===== config.mk =====
export PLATFORM = sky130hd
export DESIGN_NAME = fft_peak_detector_flat
export DESIGN_NICKNAME = d
export VERILOG_FILES = /design/src/rtl/fft_peak_detector_if.sv /design/src/rtl/fft_peak_detector.sv /design/src/flat_wrapper.sv
export SDC_FILE = /design/constraint.sdc
export NUM_CORES = 2
export LEC_CHECK = 0
export CORE_UTILIZATION = 53
export CTS_CLUSTER_DIAMETER = 50
export CTS_CLUSTER_SIZE = 28
export DETAILED_ROUTE_END_ITERATION = 8
export PLACE_DENSITY = 0.83
export SLEW_MARGIN = 20
export SYNTH_ARGS = -nofsm -noshare
export SYNTH_HDL_FRONTEND = slang
export SYNTH_SLANG_ARGS = --single-unit
export TNS_END_PERCENT = 100

===== constraint.sdc =====
create_clock -name clk -period 32.9 [get_ports clk]
set_clock_uncertainty 0.1 [all_clocks]
set_input_delay 6.58 -clock clk [delete_from_list [all_inputs] [get_ports clk]]
set_output_delay 6.58 -clock clk [all_outputs]
set_load 0.005 [all_outputs]

===== src/rtl/fft_peak_detector_if.sv =====
// Beat bus from the FFT into the peak detector, plus the compact peak result.
// master = FFT-side producer / result consumer, slave = fft_peak_detector.
interface fft_peak_detector_if #(
  parameter int IDX_W = 9
);
  logic                    valid_in;
  logic signed [12:0]      din_re [16];
  logic signed [12:0]      din_im [16];
  logic                    peak_valid;
  logic [IDX_W-1:0]        peak_idx;
  logic [13:0]             peak_mag;
  logic [15:0]             frame_cnt;

  modport master (
    output valid_in, din_re, din_im,
    input  peak_valid, peak_idx, peak_mag, frame_cnt
  );

  modport slave (
    input  valid_in, din_re, din_im,
    output peak_valid, peak_idx, peak_mag, frame_cnt
  );
endinterface


===== src/rtl/fft_peak_detector.sv =====
// Per-frame peak finder over 16-lane FFT beats: reports bin index and |re|+|im| of the maximum.
// Optional PEAK_SKIP_DC_EN: forces bin 0 to magnitude 0 so DC is never reported.
module fft_peak_detector #(
  parameter int FRAME_BEATS = 32,
  parameter int IDX_W       = 9
) (
  input  logic              clk,
  input  logic              rstn,
  fft_peak_detector_if.slave bus
);
  localparam int                  LANES     = 16;
  localparam int                  BEAT_W    = $clog2(FRAME_BEATS);
  localparam logic [BEAT_W-1:0]   LAST_BEAT = BEAT_W'(FRAME_BEATS - 1);

  // |re|+|im| in 14 bits; |-4096| = 4096 so the sum tops out at 8192.
  function automatic logic [13:0] lane_mag(input logic signed [12:0] re,
                                           input logic signed [12:0] im);
    logic signed [13:0] sre;
    logic signed [13:0] sim;
    logic [13:0]        a_re;
    logic [13:0]        a_im;
    sre  = {re[12], re};
    sim  = {im[12], im};
    a_re = sre[13] ? $unsigned(-sre) : $unsigned(sre);
    a_im = sim[13] ? $unsigned(-sim) : $unsigned(sim);
    return a_re + a_im;
  endfunction

  logic [BEAT_W-1:0] beat_cnt;

  logic              s1_valid;
  logic              s1_first;
  logic              s1_last;
  logic [BEAT_W-1:0] s1_beat;
  logic [13:0]       s1_mag [LANES];

  logic [13:0]       best_mag;
  logic [3:0]        best_lane;

  logic              s2_valid;
  logic              s2_first;
  logic              s2_last;
  logic [13:0]       s2_mag;
  logic [IDX_W-1:0]  s2_idx;

  logic              s3_done;
  logic [13:0]       run_mag;
  logic [IDX_W-1:0]  run_idx;

  logic              peak_valid;
  logic [IDX_W-1:0]  peak_idx;
  logic [13:0]       peak_mag;
  logic [15:0]       frame_cnt;

  // NOTE: non-blocking assignments in every clocked block so each stage samples the previous stage's old value.
  always_ff @(posedge clk or negedge rstn) begin
    if (!rstn) begin
      beat_cnt <= '0;
    end else if (bus.valid_in) begin
      beat_cnt <= (beat_cnt == LAST_BEAT) ? '0 : beat_cnt + 1'b1;
    end
  end

  // S1: lane magnitudes and frame position of the beat.
  always_ff @(posedge clk or negedge rstn) begin
    if (!rstn) begin
      s1_valid <= 1'b0;
      s1_first <= 1'b0;
      s1_last  <= 1'b0;
      s1_beat  <= '0;
      for (int l = 0; l < LANES; l++) s1_mag[l] <= '0;
    end else begin
      s1_valid <= bus.valid_in;
      if (bus.valid_in) begin
        for (int l = 0; l < LANES; l++) s1_mag[l] <= lane_mag(bus.din_re[l], bus.din_im[l]);
`ifdef PEAK_SKIP_DC_EN
        if (beat_cnt == '0) s1_mag[0] <= '0;
`endif
        s1_beat  <= beat_cnt;
        s1_first <= (beat_cnt == '0);
        s1_last  <= (beat_cnt == LAST_BEAT);
      end
    end
  end

  // S2 select: strict '>' scanning upward keeps the lower lane on ties.
  // NOTE: defaults assigned before the loop keep this block free of latches.
  always_comb begin
    best_mag  = s1_mag[0];
    best_lane = '0;
    for (int l = 1; l < LANES; l++) begin
      if (s1_mag[l] > best_mag) begin
        best_mag  = s1_mag[l];
        best_lane = 4'(l);
      end
    end
  end

  always_ff @(posedge clk or negedge rstn) begin
    if (!rstn) begin
      s2_valid <= 1'b0;
      s2_first <= 1'b0;
      s2_last  <= 1'b0;
      s2_mag   <= '0;
      s2_idx   <= '0;
    end else begin
      s2_valid <= s1_valid;
      if (s1_valid) begin
        s2_first <= s1_first;
        s2_last  <= s1_last;
        s2_mag   <= best_mag;
        s2_idx   <= IDX_W'({s1_beat, best_lane});
      end
    end
  end

  // S3: running max; first beat reloads, later beats win only when strictly greater.
  always_ff @(posedge clk or negedge rstn) begin
    if (!rstn) begin
      s3_done <= 1'b0;
      run_mag <= '0;
      run_idx <= '0;
    end else begin
      s3_done <= s2_valid && s2_last;
      if (s2_valid && (s2_first || (s2_mag > run_mag))) begin
        run_mag <= s2_mag;
        run_idx <= s2_idx;
      end
    end
  end

  // Result register: captures the finished frame while S3 reloads for the next one.
  always_ff @(posedge clk or negedge rstn) begin
    if (!rstn) begin
      peak_valid <= 1'b0;
      peak_idx   <= '0;
      peak_mag   <= '0;
      frame_cnt  <= '0;
    end else begin
      peak_valid <= s3_done;
      if (s3_done) begin
        peak_idx  <= run_idx;
        peak_mag  <= run_mag;
        frame_cnt <= frame_cnt + 16'd1;
      end
    end
  end

  assign bus.peak_valid = peak_valid;
  assign bus.peak_idx   = peak_idx;
  assign bus.peak_mag   = peak_mag;
  assign bus.frame_cnt  = frame_cnt;
endmodule


===== src/flat_wrapper.sv =====
// flat-port wrapper written by rule: the top's interface ports become plain ports
module fft_peak_detector_flat 
#(
  parameter int FRAME_BEATS = 32,
  parameter int IDX_W       = 9
)
  (clk, rstn, bus_valid_in, bus_din_re, bus_din_im, bus_peak_valid, bus_peak_idx, bus_peak_mag, bus_frame_cnt);
  fft_peak_detector_if #(.IDX_W(IDX_W)) bus_i ();
  input  logic clk;
  input  logic rstn;
  input wire logic [$bits(bus_i.valid_in)-1:0] bus_valid_in;
  input wire logic [$bits(bus_i.din_re)-1:0] bus_din_re;
  input wire logic [$bits(bus_i.din_im)-1:0] bus_din_im;
  output wire logic [$bits(bus_i.peak_valid)-1:0] bus_peak_valid;
  output wire logic [$bits(bus_i.peak_idx)-1:0] bus_peak_idx;
  output wire logic [$bits(bus_i.peak_mag)-1:0] bus_peak_mag;
  output wire logic [$bits(bus_i.frame_cnt)-1:0] bus_frame_cnt;
  assign bus_i.valid_in = bus_valid_in;
  assign bus_i.din_re = {>>{bus_din_re}};
  assign bus_i.din_im = {>>{bus_din_im}};
  assign bus_peak_valid = bus_i.peak_valid;
  assign bus_peak_idx = bus_i.peak_idx;
  assign bus_peak_mag = bus_i.peak_mag;
  assign bus_frame_cnt = bus_i.frame_cnt;
  fft_peak_detector #(.FRAME_BEATS(FRAME_BEATS), .IDX_W(IDX_W)) u_core (.clk(clk), .rstn(rstn), .bus(bus_i));
endmodule

### After elaboration in Yosys (flattened, before gate mapping)

Cells that the tools add are included.

| word-level totals | value |
|---|---|
| memories | 0 |
| memory bits (writable) | 0 |
| register bits | 327 |
| input bits | 419 |
| output and inout bits | 40 |
| memory bits (read-only) | 0 |
| bits in latches | 0 |

| operators by class | value |
|---|---|
| eq/ne operators | 1 |
| multiply operators | 0 |
| mux-type cells | 63 |
| reduce and logical (&&, ||, !) cells | 4 |
| $add $sub $neg | 50 |
| bitwise operators | 0 |
| shift operators | 0 |
| order comparisons | 16 |
| divide/modulo/power cells | 0 |

Operators by type and width:

| cell | count |
|---|---|
| $mux 14 | 47 |
| $neg 13->14 | 32 |
| $add 14x14->14 | 16 |
| $gt 14x14->1 | 16 |
| $mux 4 | 8 |
| $add 16x1->16 const B | 1 |
| $mux 3 | 4 |
| $add 5x1->5 const B | 1 |
| $eq 5x5->1 const B | 1 |
| $logic_not 5->1 | 1 |
| $mux 5 | 1 |
| $mux 2 | 2 |
| $logic_and 1x1->1 | 2 |
| $logic_or 1x1->1 | 1 |
| $mux 1 | 1 |

### Longest topological paths before layout

| depth | value |
|---|---|
| depth after elaboration | 30 |
| mapped depth | 211 |
| depth with buffers taken out | 190 |

### Worst setup path after synthesis

OpenSTA, ideal clock, no wires.

| path | value |
|---|---|
| path type | reg-to-reg |
| start point | reg u_core.s1_mag[200] (netlist name) |
| end point | reg u_core.s2_mag[10] |
| clock period less this slack | 34924 ps |
| stages on the path, launching flop included | 199 |
| slack | -2024 ps |
| required time | 32705 ps |
| data arrival time | 34728 ps |
| cell sequence | dfrtp_1 ha_1 nand4_1 o21bai_1 a311o_1 a21oi_1 clkbuf_1 a21oi_1 ha_1 and4_1 and2_1 nand3_1 nor2_1 mux2i_1 or3_1 a21o_1 o21ai_4 clkbuf_1 [... 163 more ...] clkbuf_1 clkbuf_1 nor2_1 or2_1 ha_1 a21o_1 a21oi_1 nor2b_1 o21ai_0 nand2b_1 a21oi_1 nor2b_1 o21ai_0 a21oi_1 nand2b_1 buf_1 clkbuf_1 o31ai_1 |

| between the ends | value |
|---|---|
| word-level cells in the longest chain between the ends | 30 |

Ends and longest elaborated chain:

| item | RTL line | text |
|---|---|---|
| start: declaration | fft_peak_detector.sv:35 | `logic [13:0] s1_mag [LANES];` |
| $gt 14x14->1 | fft_peak_detector.sv:92 | `if (s1_mag[l] > best_mag) begin` |
| $mux 14 (*) | fft_peak_detector.sv:92 |  |
| $gt 14x14->1 | fft_peak_detector.sv:92 |  |
| $mux 14 (*) | fft_peak_detector.sv:92 |  |
| $gt 14x14->1 | fft_peak_detector.sv:92 |  |
| $mux 14 (*) | fft_peak_detector.sv:92 |  |
| $gt 14x14->1 | fft_peak_detector.sv:92 |  |
| $mux 14 (*) | fft_peak_detector.sv:92 |  |
| [... 14 more ...] | -- |  |
| $gt 14x14->1 | fft_peak_detector.sv:92 |  |
| $mux 14 (*) | fft_peak_detector.sv:92 |  |
| $gt 14x14->1 | fft_peak_detector.sv:92 |  |
| $mux 14 (*) | fft_peak_detector.sv:92 |  |
| $gt 14x14->1 | fft_peak_detector.sv:92 |  |
| $mux 14 (*) | fft_peak_detector.sv:92 |  |
| $gt 14x14->1 | fft_peak_detector.sv:92 |  |
| $mux 14 (*) | fft_peak_detector.sv:92 |  |
| end signal: assignment | fft_peak_detector.sv:111 | `s2_mag <= best_mag;` |
| end: declaration | fft_peak_detector.sv:43 | `logic [13:0] s2_mag;` |

Every way passes the cells marked *; elsewhere a longest branch is shown, timed or not.
A chain may end at the register's enable or synchronous reset.

### Worst setup path after layout

| path | value |
|---|---|
| start point | reg u_core.s1_mag[206] (netlist name) |
| end point | reg u_core.s2_idx[3] |

| between the ends | value |
|---|---|
| word-level cells in the longest chain between the ends | 30 |
| elaborated cells on any way between the ends | 37 |
| classes of those cells | order compare: 15; mux: 22 |

Ends and longest elaborated chain:

| item | RTL line | text |
|---|---|---|
| $gt 14x14->1 | fft_peak_detector.sv:92 |  |
| $mux 14 (*) | fft_peak_detector.sv:92 |  |
| $gt 14x14->1 | fft_peak_detector.sv:92 |  |
| $mux 14 (*) | fft_peak_detector.sv:92 |  |
| $gt 14x14->1 | fft_peak_detector.sv:92 |  |
| $mux 14 (*) | fft_peak_detector.sv:92 |  |
| $gt 14x14->1 | fft_peak_detector.sv:92 |  |
| $mux 14 (*) | fft_peak_detector.sv:92 |  |
| [... 14 more ...] | -- |  |
| $gt 14x14->1 | fft_peak_detector.sv:92 |  |
| $mux 14 | fft_peak_detector.sv:92 |  |
| $gt 14x14->1 | fft_peak_detector.sv:92 |  |
| $mux 14 | fft_peak_detector.sv:92 |  |
| $gt 14x14->1 | fft_peak_detector.sv:92 |  |
| $mux 14 | fft_peak_detector.sv:92 |  |
| $gt 14x14->1 | fft_peak_detector.sv:92 |  |
| $mux 4 (*) | fft_peak_detector.sv:92 |  |
| end signal: assignment | fft_peak_detector.sv:112 | `s2_idx <= IDX_W'({s1_beat, best_lane});` |
| end: declaration | fft_peak_detector.sv:44 | `logic [IDX_W-1:0] s2_idx;` |

Marks and branches as above.

==> flow_summary_export.csv <==
group,metric,value,unit
floorplanning,coreArea,0.0687,mm2
critical_path,worstPathArrival,32.60,ns
synthesis,netlist_area,0.0369,mm2
detailed_routing,dr.pass1.iters,8,
synthesis,yosysUniqueCellTypes,114,
critical_path,start_kind,"flop",
critical_path,rr_worst_depth,180,
global_route,grt_max_degree,153,
detailed_routing,vias_per_cell,5.87,
sta,min_period_over_period,98.1,%
synthesis,synth_edf_count,0,
global_route,grt_pass1_vias,33443,
cells_and_area,num_antenna_cells,0,
cells_and_area,final_common_cell,"clkdlybuf4s50_1",
critical_path,crit_type,"flop to flop",
floorplanning,die_area,0.0707,mm2
cells_and_area,multi_input_area,0.0278,mm2
critical_path,rr_startpoint,"u_core.s1_mag[206]",
clock_network,cts_root_buf,"clkbuf_16",
place,port_buffers,458,
global_route,grt_usage,27.2,%
detailed_routing,routedWlPerCell,17.4,um
critical_path,r2r_slack,0.64,ns
critical_path,cp_slowest_cell,"or4_4",
synthesis,synth.top_cell.area_share,22.2,%
place,place.detailed.hpwl,78900,um
floorplanning,row_count,96,
clock_network,cts.sinks,327,
clock_network,clkSlewWorstSetupHoldPaths,0.07,ns
global_route,antenna_found_initial,0,
min_path,min_from,"u_core.bus.frame_cnt[15]",
synthesis,syn-num-nets,5299,
synthesis,synthTopCellsByArea,"dfrtp_1 (22%), ha_1 (15%), xnor2_1 (10%), mux2_2 (6.6%), inv_1 (4.3%)",
floorplanning,die_width,266,um
sta,whs,0.379,ns
clock_network,clockBufferDepth,3,
critical_path,crit_required,33.24,ns
min_path,hp-class,"flop to flop",
outcome,outcome,"finished clean",
synthesis,ys_ff_latch,327,
cells_and_area,final_cell_mix,"clkdlybuf4s50_1 (456), xnor2_1 (430), nand2_1 (411)",
place,gp_congestion,0.941,
critical_path,slowest_delay,0.59,ns
clock_network,htree_levels,2,
critical_path,worstReg2RegEnd,"u_core.s2_idx[3]",
critical_path,timing.critical_path.mode_cell,"nor2_1",
detailed_routing,drt_iter0_drc,2527,
sta,setup_viol,0,
cells_and_area,fillers,5371,
floorplanning,io_pins,459,
min_path,hold_depth,1,
min_path,holdPathEnd,"u_core.bus.frame_cnt[15]",
floorplanning,dieHeight,266,um
detailed_routing,dr_total_vias,34796,
global_route,grt-ovfl-total,0,
sta,relSlewSlack,29.2,%
synthesis,async_flop_share,100,%
critical_path,cp_max_fo,12,
synthesis,yosys_warnings,0,
synthesis,avgSynthCellArea,8.32,um2
sta,final_hold_viol_count,0,
critical_path,startpoint,"u_core.s1_mag[206]",
detailed_routing,drcViolationCount,0,
synthesis,netlist_instances,4432,
cells_and_area,drive_gt1_share,14.4,%
synthesis,seq_area_frac_synth,22.2,%
cells_and_area,seqCellArea,0.00818,mm2
synthesis,yosysTopAreaCell,"dfrtp_1",
cells_and_area,areaGrowthSynthToFinish,25.0,%
clock_network,cts_tree,"yes",
floorplanning,start_util,53.7,%
detailed_routing,totalWireLength,103000,um
global_route,grt_pass1_wl,161000,um
job,timing.max_cap.violations,0,
sta,fin_crit,32.26,ns
sta,drv_slew,0,
critical_path,critPathCaptureType,"flop",
clock_network,ctsHoldBuffers,0,
sta,max_freq,0.0310,GHz
clock_network,cts-buffers-inserted,39,
sta,max_slew.worst_pin.slew,1.06,ns
detailed_routing,postRouteAntennaNets,0,
synthesis,ys.flop_type,"dfrtp_1",
cells_and_area,fin_nets,5839,
clock_network,insertion_delay,0.57,ns
==> how the worst max path moves through the flow <==
stage / end / slack (ns)
finish: u_core.s2_idx[3] / 0.64
global placement: u_core.s2_idx[3] / -0.16
floorplan: u_core.s2_mag[10] / 0.03
CTS: u_core.s2_idx[3] / 0.006
global route: u_core.s2_idx[3] / -0.99
detailed placement: u_core.s2_idx[3] / -1.08
==> routing by layer <==
metal	global-route usage, %	vias to the layer above	share of wire [%]
met3	3.14	243	5.9
met5	0	-	0
met2	47.5	1243	48
li1	-	16850	-
met1	35.4	16460	43
met4	7.25	0	2.8
==> critical path: cells and delay by family, from the launching register on <==
kind,cells,cell delay (ns)
multiplexers,5,1.16
AND/OR/NAND/NOR,78,12.30
flip-flops,1,0.42
AO/OA/AOI/OAI,61,11.16
buffers and inverters,21,2.69
adder cells (fa/ha/maj),15,4.23
==> kinds of logic (layout without fill, tap and decap cells) <==
group / Yosys count / in the layout / share of synthesized area (%)
adder cells (fa/ha/maj): 453 / 453 / 15.7
AND/OR/NAND/NOR: 1137 / 1142 / 15.3
flip-flops: 327 / 327 / 22.2
multiplexers: 261 / 261 / 7.89
XOR/XNOR: 537 / 537 / 12.8
buffers and inverters: 549 / 1107 / 5.69
AO/OA/AOI/OAI: 1168 / 1174 / 20.5
==> what timing repair did <==
| item | in CTS | in global routing |
|---|---|---|
| gates resized for setup | 21 | 239 |
| gates cloned | 3 | 11 |
| hold endpoints to repair | 0 | 0 |
| setup endpoints to repair | 18 | 18 |
| pin swaps | 4 | 86 |
| buffers inserted | 4 | 74 |
==> cells in the mapped netlist (71+ instances only) <==
library cell,number
xor2_1,107
o31ai_1,101
a21oi_1,309
mux2_2,216
dfrtp_1,327
xnor2_1,430
nor2_1,216
clkbuf_1,110
nand2_1,414
inv_1,418
nand2b_1,71
o21bai_1,102
ha_1,432
o21ai_0,290
a21o_1,93
==> registers in the layout (all words and copies together), names as in the netlist <==
name,cells
u_core.s1_mag,224
u_core.bus.frame_cnt,16
u_core.bus.peak_mag,14
u_core.run_mag,14
u_core.s2_mag,14
u_core.bus.peak_idx,9
u_core.run_idx,9
u_core.s2_idx,9
u_core.beat_cnt,5
u_core.s1_beat,5
u_core.bus.peak_valid,1
u_core.s1_first,1
u_core.s1_last,1
u_core.s1_valid,1
u_core.s2_first,1
u_core.s2_last,1
u_core.s2_valid,1
u_core.s3_done,1
==> metrics by stage <==
| step | utilization [%] | setup TNS [ns] | area [um2] | setup slack [ns] | cells |
|---|---|---|---|---|---|
| after floorplan | - | 0 | 37100 | 0.0251 | 4432 |
| after global placement | 62.3 | -1.14 | 42800 | -0.159 | 5770 |
| after detailed placement | 62.3 | -17.65 | 42800 | -1.08 | 5770 |
| after CTS | 64.7 | 0 | 44400 | 0.00591 | 5847 |
| after global routing | 67.1 | -16.99 | 46100 | -0.989 | 5932 |
| final | 67.1 | 0 | 46100 | 0.639 | 5932 |
==> area by class of cell <==
class	instances	area share [%]
Clock inverter	29	0.966
Timing Repair Buffer	619	12.8
Clock buffer	41	2.15
Multi-Input combinational cell	3567	60.4
Sequential cell	327	17.7
Inverter	418	3.40
Tap cell	931	2.53
Power is left out: the tool's default activity adds up to more than one toggle a clock period on the data nets, which glitch-free logic cannot reach.
